File: src/rtl/uart_rx_frame_ctrl.sv
// UART receiver control/data stage: frame FSM driving edge_bit_counter,
// mid-bit majority sampling, LSB-first deserialization, parity/stop checks.
module uart_rx_frame_ctrl #(
  parameter int DATA_WIDTH = 8
) (
  input  logic                  clk,
  input  logic                  rst,
  input  logic                  RX_IN,
  input  logic [5:0]            Prescale,
  input  logic                  PAR_EN,
  input  logic                  PAR_TYP,
  input  logic [4:0]            edge_count,
  input  logic [3:0]            bit_count,
  output logic                  counter_enable,
  output logic [DATA_WIDTH-1:0] P_DATA,
  output logic                  data_valid,
  output logic                  par_err,
  output logic                  stp_err
);

  typedef enum logic [2:0] {IDLE, START, DATA, PARITY, STOP} state_t;

  localparam logic [3:0] LAST_DATA = 4'(DATA_WIDTH);

  state_t                state;
  logic [DATA_WIDTH-1:0] shift_reg;
  logic [2:0]            samples;
  logic                  sampled_bit;
  logic                  par_en_q;
  logic                  par_typ_q;
  logic                  prescale_ok;
  logic [4:0]            half;
  logic [4:0]            last;
  logic                  decide;
  logic                  majority;

  always_comb begin
    prescale_ok = (Prescale == 6'd8) || (Prescale == 6'd16) || (Prescale == 6'd32);
    half        = Prescale[5:1];
    last        = 5'(Prescale - 6'd1);
    decide      = (edge_count == last);
    majority    = (samples[0] & samples[1]) | (samples[0] & samples[2]) |
                  (samples[1] & samples[2]);
  end

  // Three samples straddle mid-bit; the vote lands one edge later and holds until the next bit.
  always_ff @(posedge clk) begin
    if (rst) begin
      samples     <= '0;
      sampled_bit <= 1'b0;
    end else if (state != IDLE) begin
      if (edge_count == half - 5'd1) samples[0] <= RX_IN;
      if (edge_count == half)        samples[1] <= RX_IN;
      if (edge_count == half + 5'd1) samples[2] <= RX_IN;
      if (edge_count == half + 5'd2) sampled_bit <= majority;
    end
  end

  always_ff @(posedge clk) begin
    if (rst) begin
      state          <= IDLE;
      counter_enable <= 1'b0;
      P_DATA         <= '0;
      data_valid     <= 1'b0;
      par_err        <= 1'b0;
      stp_err        <= 1'b0;
      shift_reg      <= '0;
      par_en_q       <= 1'b0;
      par_typ_q      <= 1'b0;
    end else begin
      data_valid <= 1'b0;
      // An illegal ratio mid-frame discards the frame without touching the flags.
      if (state != IDLE && !prescale_ok) begin
        state          <= IDLE;
        counter_enable <= 1'b0;
      end else begin
        case (state)
          IDLE: begin
            if (!RX_IN && prescale_ok) begin
              state          <= START;
              counter_enable <= 1'b1;
            end
          end
          START: begin
            if (decide) begin
              if (!sampled_bit) begin
                par_err   <= 1'b0;
                stp_err   <= 1'b0;
                shift_reg <= '0;
                par_en_q  <= PAR_EN;
                par_typ_q <= PAR_TYP;
                state     <= DATA;
              end else begin
                state          <= IDLE;
                counter_enable <= 1'b0;
              end
            end
          end
          DATA: begin
            if (decide) begin
              shift_reg <= {sampled_bit, shift_reg[DATA_WIDTH-1:1]};
              if (bit_count == LAST_DATA) state <= par_en_q ? PARITY : STOP;
            end
          end
          PARITY: begin
            if (decide) begin
              par_err <= sampled_bit != (^shift_reg ^ par_typ_q);
              state   <= STOP;
            end
          end
          STOP: begin
            if (decide) begin
              stp_err <= ~sampled_bit;
              if (sampled_bit && !par_err) begin
                P_DATA     <= shift_reg;
                data_valid <= 1'b1;
              end
              state          <= IDLE;
              counter_enable <= 1'b0;
            end
          end
          default: begin
            state          <= IDLE;
            counter_enable <= 1'b0;
          end
        endcase
      end
    end
  end

endmodule

File: config.mk
export PLATFORM = sky130hd
export DESIGN_NAME = uart_rx_frame_ctrl
export DESIGN_NICKNAME = d
export VERILOG_FILES = /design/src/rtl/uart_rx_frame_ctrl.sv
export SDC_FILE = /design/constraint.sdc
export NUM_CORES = 1
export LEC_CHECK = 0
export CELL_PAD_IN_SITES_DETAIL_PLACEMENT = 0
export CELL_PAD_IN_SITES_GLOBAL_PLACEMENT = 2
export CORE_MARGIN = 2
export CORE_UTILIZATION = 32
export CTS_CLUSTER_DIAMETER = 200
export DETAILED_ROUTE_END_ITERATION = 12
export HOLD_SLACK_MARGIN = 0.03
export PLACE_DENSITY = 0.85
export SETUP_SLACK_MARGIN = 0.1
export SYNTH_ARGS = -nofsm -noshare
export SYNTH_HDL_FRONTEND = slang
export SYNTH_SLANG_ARGS = --single-unit
File: constraint.sdc
create_clock -name clk -period 3.7 [get_ports clk]
set_input_delay 1.11 -clock clk [delete_from_list [all_inputs] [get_ports clk]]
set_output_delay 1.11 -clock clk [all_outputs]
set_load 0.1 [all_outputs]
==> impl_metrics.tcl, run 1 <==
set metrics [dict create \
    outcome "complete, no violations" \
    cts-root-buf "clkbuf_8" \
    setup_slack_ns 0.381 \
    synth-adder-area-share 0.0573 \
    yosys_warnings 0 \
    synth_area_um2 1920 \
    grt_use_total 0.135 \
    pre_cts_ws_ns 0.0793 \
    hp-class "reg -> reg" \
    finalCriticalPeriod_ns 3.32 \
    fmax_ghz 0.301 \
    whs_ns 0.495 \
    synth_cell_types 52 \
    synth_cells 212 \
    regArea_um2 581 \
    insertion_delay_ns 0.28 \
    synthMuxAreaShare 0.0730 \
    grt_max_degree 17 \
    fp-row-count 28 \
    setup_tns_ns 0 \
    synthFlopType "dfxtp_1" \
    cts-resized-gates 0 \
    synth-simple-area-share 0.190 \
    layout-drive-gt1-share 0.198 \
    first_pass_iters 4 \
    gp_congestion 0.801 \
    multi_input_area_um2 1240 \
    met3_usage 0.0330 \
    wl_per_cell_um 12.3 \
    grt_pass1_wl_um 7070 \
    p_leak_nw 0.972 \
    antenna_found_initial 0 \
    arrival_ns 3.50 \
    yosysMostFrequentCell "dfxtp_1" \
    ys_ff_latch 29 \
    ioPinCount 32 \
    ant_nets 0 \
    grt_pass1_vias 1523 \
    startpoint_type "input pin" \
    synth_top_area_frac 0.302 \
    cts_hold_buffers 0 \
    ir_drop_v 0.000217 \
    place_hpwl_um 3130 \
    path_clk_slew_ns 0.07 \
    cts_max_path_buffers 2 \
    timing.critical_path.buf_inv 3 \
    relSlewSlack 0.632 \
    areaGrowthSynthToFinish_pct 29.8 \
    worst_setup_path_end_kind "flip-flop" \
    synth_xor_xnor_area_share 0.146 \
    vias_per_cell 4.79 \
    crit_slowest_cell "a2111oi_4" \
    num_antenna_cells 0 \
    fin_crit_sh 0.897 \
    critical_path.top_delay_family "compound AO/OA/AOI/OAI gates" \
    port_buffers 31 \
    synth_top_family_by_area "simple AND/OR/NAND/NOR gates" \
    vias 1589 \
    ys_top_cells_by_count "29 x dfxtp_1, 21 x nor2_1, 20 x xnor2_1" \
    busiest_layer "met2" \
    fill_cells 592 \
    yosys.area.top_type "dfxtp_1" \
    skew_ns 0.00625 \
    grt.overflow.total 0 \
    crit_chain "clkdlybuf4s50_1 -> inv_1 -> ha_1 -> a21boi_0 -> xnor2_1 -> a2111oi_4 -> buf_4 -> a21oi_1 -> o211a_1 -> a2111oi_2" \
    synth.area.top_cells "dfxtp_1 30%, xnor2_1 9.1%, mux2i_1 7.3%, xor2_1 5.5%, ha_1 5.2%" \
    synth_edf_count 0 \
    critPathKind "in -> reg" \
    cts_sinks 29 \
    cts_made_buffers 5 \
    nets 284 \
    synth_fp_nets 240 \
    cap_viol_max_count 0 \
    initial_core_util 0.328 \
    drc 0 \
    slew_viol_final 0 \
    async_flop_share 0 \
    post_cts_buffers 0 \
    powerDensity_nw_per_um2 313 \
    hold_depth 2 \
    use_met2 0.210 \
    die_w_um 81.5 \
    syn_avg_cell_area_um2 9.06 \
    wirelength_um 4100 \
    finalHoldViolCount 0 \
    dieArea_um2 6640 \
    cts_tree "done" \
    crit_fanout 8 \
    die_y_um 81.5 \
    setup_viol 0 \
    path_depth 10 \
    rr_worst_depth 5 \
    ys_seq_area_frac 0.302 \
    tightest_slew_ns 0.544 \
    critical-path-max-stage-delay_ns 0.51 \
    drtIter0Drc 73 \
    synth_compound_area_frac 0.182 \
    gr-usage-met1 0.192 \
    core_um2 5850 \
    worstPathRequired_ns 3.88 \
    rsz0062_at_grt "false" \
    htreeDepth 2 \
]
[power by group]
group / internal (W) / switching, W / leakage [nW] / total [W]
combinational: 0.0000621 / 0.0000609 / 0.682 / 0.000123
sequential: 0.000313 / 0.00000119 / 0.234 / 0.000314
clock: 0.000219 / 0.000126 / 0.0574 / 0.000345
total: 0.000593 / 0.000188 / 0.972 / 0.000782
[kinds of logic after synthesis]
kind of cell    count (synthesis)
compound gates                 44
xor+xnor                       32
fa+ha+maj                       9
buf+inv                        19
flops                          29
mux                            14
simple gates                   65
[placed cells by master (no fill, tap or decap), types with 2 or more instances in the layout]
cell | synthesis | final
nand2b_1 | 3 | 3
xor2_1 | 12 | 12
buf_4 | 1 | 29
xnor2_1 | 20 | 20
clkbuf_8 | 0 | 6
and3_1 | 2 | 2
nand4_1 | 3 | 3
nand2_1 | 7 | 7
inv_1 | 6 | 6
ha_1 | 8 | 8
a22o_1 | 9 | 9
mux2i_1 | 14 | 14
nand3_1 | 4 | 4
nor4_1 | 2 | 2
dfxtp_1 | 29 | 29
clkdlybuf4s50_1 | 0 | 19
a21boi_0 | 2 | 2
nor2_1 | 21 | 21
a211oi_1 | 2 | 2
a21oi_2 | 2 | 2
o21ai_1 | 2 | 2
a21oi_1 | 13 | 13
nor2b_1 | 4 | 4
or3_1 | 2 | 2
nor3_1 | 7 | 7
[cell type report]
class,instances,share of cell area
inverters,7,0.0105
multi-input cells,164,0.499
clock buffers,6,0.0331
repair buffers,49,0.172
flip-flops and latches,29,0.233
well taps,75,0.0376
clock inverters,2,0.0151
[per-stage QoR]
| step | instance area (um^2) | power [W] | util | std cells |
|---|---|---|---|---|
| 3_3_place_gp | 2370 | 0.000445 | 0.406 | 324 |
| 6_report | 2490 | 0.000782 | 0.426 | 332 |
| 5_1_grt | 2490 | 0.000818 | 0.426 | 332 |
| 3_5_place_dp | 2370 | 0.000445 | 0.406 | 324 |
| 4_1_cts | 2490 | 0.000791 | 0.426 | 332 |
| 2_1_floorplan | 1920 | 0.000395 | - | 212 |
[worst reg2reg max path, stage by stage (launching register included)]
cell	delay, ns
dfxtp_1	0.51
inv_2	0.14
or3_1	0.48
o21ba_2	0.23
a221o_1	0.33
a2111oi_2	0.35
[worst paths after layout]
kind,start,to,slack [ns]
worst max-delay path,Prescale[2],state[0],0.38
worst min-delay path,P_DATA[0],P_DATA[0],0.50
worst max register to register,state[1],state[0],1.57
worst min register to register,P_DATA[0],P_DATA[0],0.50
[layer usage]
layer  routed length, um  vias to the layer above
met2                1810                       21
met3                 144                        3
met4                  24                        0
met5                   0                        -
li1                    -                      836
met1                2120                      729
No activity file was read; power rests on OpenSTA's default activity.
==> run 2: changes to the inputs <==
Settings changed: ABC_AREA from default to 1, CORE_UTILIZATION 32 to 29.
==> run 2 against run 1 <==
  * Die area is 14% higher
  * Register-to-register slack better by 0.38 ns
  * Flip-flop and latch count stayed put
==> impl_metrics.tcl, run 2 <==
set metrics [dict create \
    setup_viol 0 \
    cts-resized-gates 0 \
    synth_area_um2 2000 \
    port_buffers 31 \
    whs_ns 0.445 \
    grt_pass1_vias 1725 \
    hold_depth 2 \
    fmax_ghz 0.327 \
    die_y_um 87.1 \
    path_clk_slew_ns 0.06 \
    fill_cells 731 \
    final_common_cell "nand2_1" \
    wl_per_cell_um 10.8 \
    ys_seq_area_frac 0.290 \
    synth_cell_types 31 \
    hp-class "reg -> reg" \
    finalHoldViolCount 0 \
    drc 0 \
    worstPathRequired_ns 3.86 \
    multi_input_area_um2 1190 \
    cap_viol_max_count 0 \
    dpl_cell_area_um2 2360 \
    pre_cts_ws_ns 0.328 \
    arrival_ns 3.22 \
    slew_viol_final 0 \
    synth_fp_nets 331 \
    place_hpwl_um 3630 \
    rr_worst_depth 10 \
    ys_top_cells_by_count "75 x nand2_1, 45 x inv_1, 29 x dfxtp_1" \
    rsz0062_at_grt "false" \
    rrSetupSlack_ns 1.95 \
    layout-drive-gt1-share 0.162 \
    yosys_warnings 0 \
    antenna_found_initial 0 \
    gp_congestion 0.907 \
    skew_ns 0.00692 \
    insertion_delay_ns 0.28 \
    cts_max_path_buffers 2 \
    cts_made_buffers 5 \
    die_w_um 87.1 \
    yosysMostFrequentCell "nand2_1" \
    cts_hold_buffers 0 \
    worst_setup_path_end_kind "flip-flop" \
    finalCriticalPeriod_ns 3.06 \
    outcome "complete, no violations" \
    synth.area.top_cells "dfxtp_1 29%, nand2_1 14%, inv_1 8.4%, nor2_1 5.3%, ha_1 5.0%" \
    async_flop_share 0 \
    ys_ff_latch 29 \
    setup_tns_ns 0 \
    yosys.area.top_type "dfxtp_1" \
    critPathKind "in -> reg" \
    grt_max_degree 18 \
    ioPinCount 32 \
    vias 1858 \
    setup_slack_ns 0.639 \
    powerDensity_nw_per_um2 392 \
    initial_core_util 0.298 \
    cts_tree "done" \
    grt.overflow.total 0 \
    final_cell_mix "75 x nand2_1, 45 x inv_1, 29 x dfxtp_1" \
    cts_sinks 29 \
    final_area_um2 2440 \
    core_um2 6720 \
    first_pass_iters 4 \
    crit_fanout 17 \
    num_antenna_cells 0 \
    dieArea_um2 7580 \
    fin_crit_sh 0.827 \
    htreeDepth 2 \
    wirelength_um 4550 \
    synth_top_area_frac 0.290 \
    cts-root-buf "clkbuf_8" \
    fp-row-count 30 \
    synth_cells 303 \
    vias_per_cell 4.42 \
    ir_drop_v 0.000124 \
    post_cts_buffers 0 \
    synthFlopType "dfxtp_1" \
    grt_use_total 0.129 \
    nets 367 \
    tightest_slew_ns 0.381 \
    areaGrowthSynthToFinish_pct 22.1 \
    relSlewSlack 0.746 \
    final_util 0.364 \
    synth_edf_count 0 \
    p_leak_nw 1.12 \
    ant_nets 0 \
    regArea_um2 581 \
    grt_pass1_wl_um 7690 \
    startpoint_type "input pin" \
    syn_avg_cell_area_um2 6.61 \
    drtIter0Drc 76 \
]
==> run 2: layout make-up <==
type	count	area share
Multi-Input combinational cell	219	0.488
Sequential cell	29	0.237
Timing Repair Buffer	33	0.121
Inverter	51	0.0793
Tap cell	80	0.0409
Clock buffer	6	0.0297
Clock inverter	2	0.00409
==> run 2: cell families after synthesis <==
| logic type | after synthesis | share of synthesized area |
|---|---|---|
| DFF | 29 | 0.290 |
| AOI/OAI and AO/OA | 51 | 0.151 |
| and+or+nand+nor | 144 | 0.324 |
| buffers and inverters | 55 | 0.114 |
| xor gates and xnor gates | 15 | 0.0656 |
| adders and majority gates | 9 | 0.0550 |
==> run 2: path summary, 6_finish.rpt <==
check | startpoint | end
worst max-delay path | Prescale[1] | P_DATA[0]
worst min-delay path | P_DATA[5] | P_DATA[5]
worst max register to register | state[1] | shift_reg[1]
worst min register to register | P_DATA[5] | P_DATA[5]
==> run 2: power breakdown <==
group / leakage [nW] / switching [W] / internal [W]
registers: 0.234 / 0.0000163 / 0.000330
clock network: 0.0450 / 0.000124 / 0.000130
logic: 0.842 / 0.000239 / 0.000119
total: 1.12 / 0.000380 / 0.000579
==> run 2: metrics by stage <==
stage | total power, W | cells
6_report | 0.000959 | 420
3_3_place_gp | 0.000713 | 412
5_1_grt | 0.00103 | 420
3_5_place_dp | 0.000713 | 412
4_1_cts | 0.000971 | 420
2_1_floorplan | 0.000621 | 303
==> run 2: worst max-delay path, stage by stage <==
cell and delay (ns):
clkdlybuf4s50_1 0.55, inv_1 0.12, ha_1 0.31, inv_1 0.04, nand2_1 0.05, nand2_1 0.04
nor2_1 0.08, nand2_1 0.06, nor2_2 0.09, nand2_2 0.10, inv_4 0.09, nand3_2 0.26
o21ai_0 0.25, a21oi_1 0.06
==> run 2: per-layer routing <==
layer | GRT usage | routed length (um)
met1 | 0.161 | 2190
met2 | 0.216 | 2080
met3 | 0.0227 | 126
met4 | 0.0554 | 144
met5 | 0 | 0
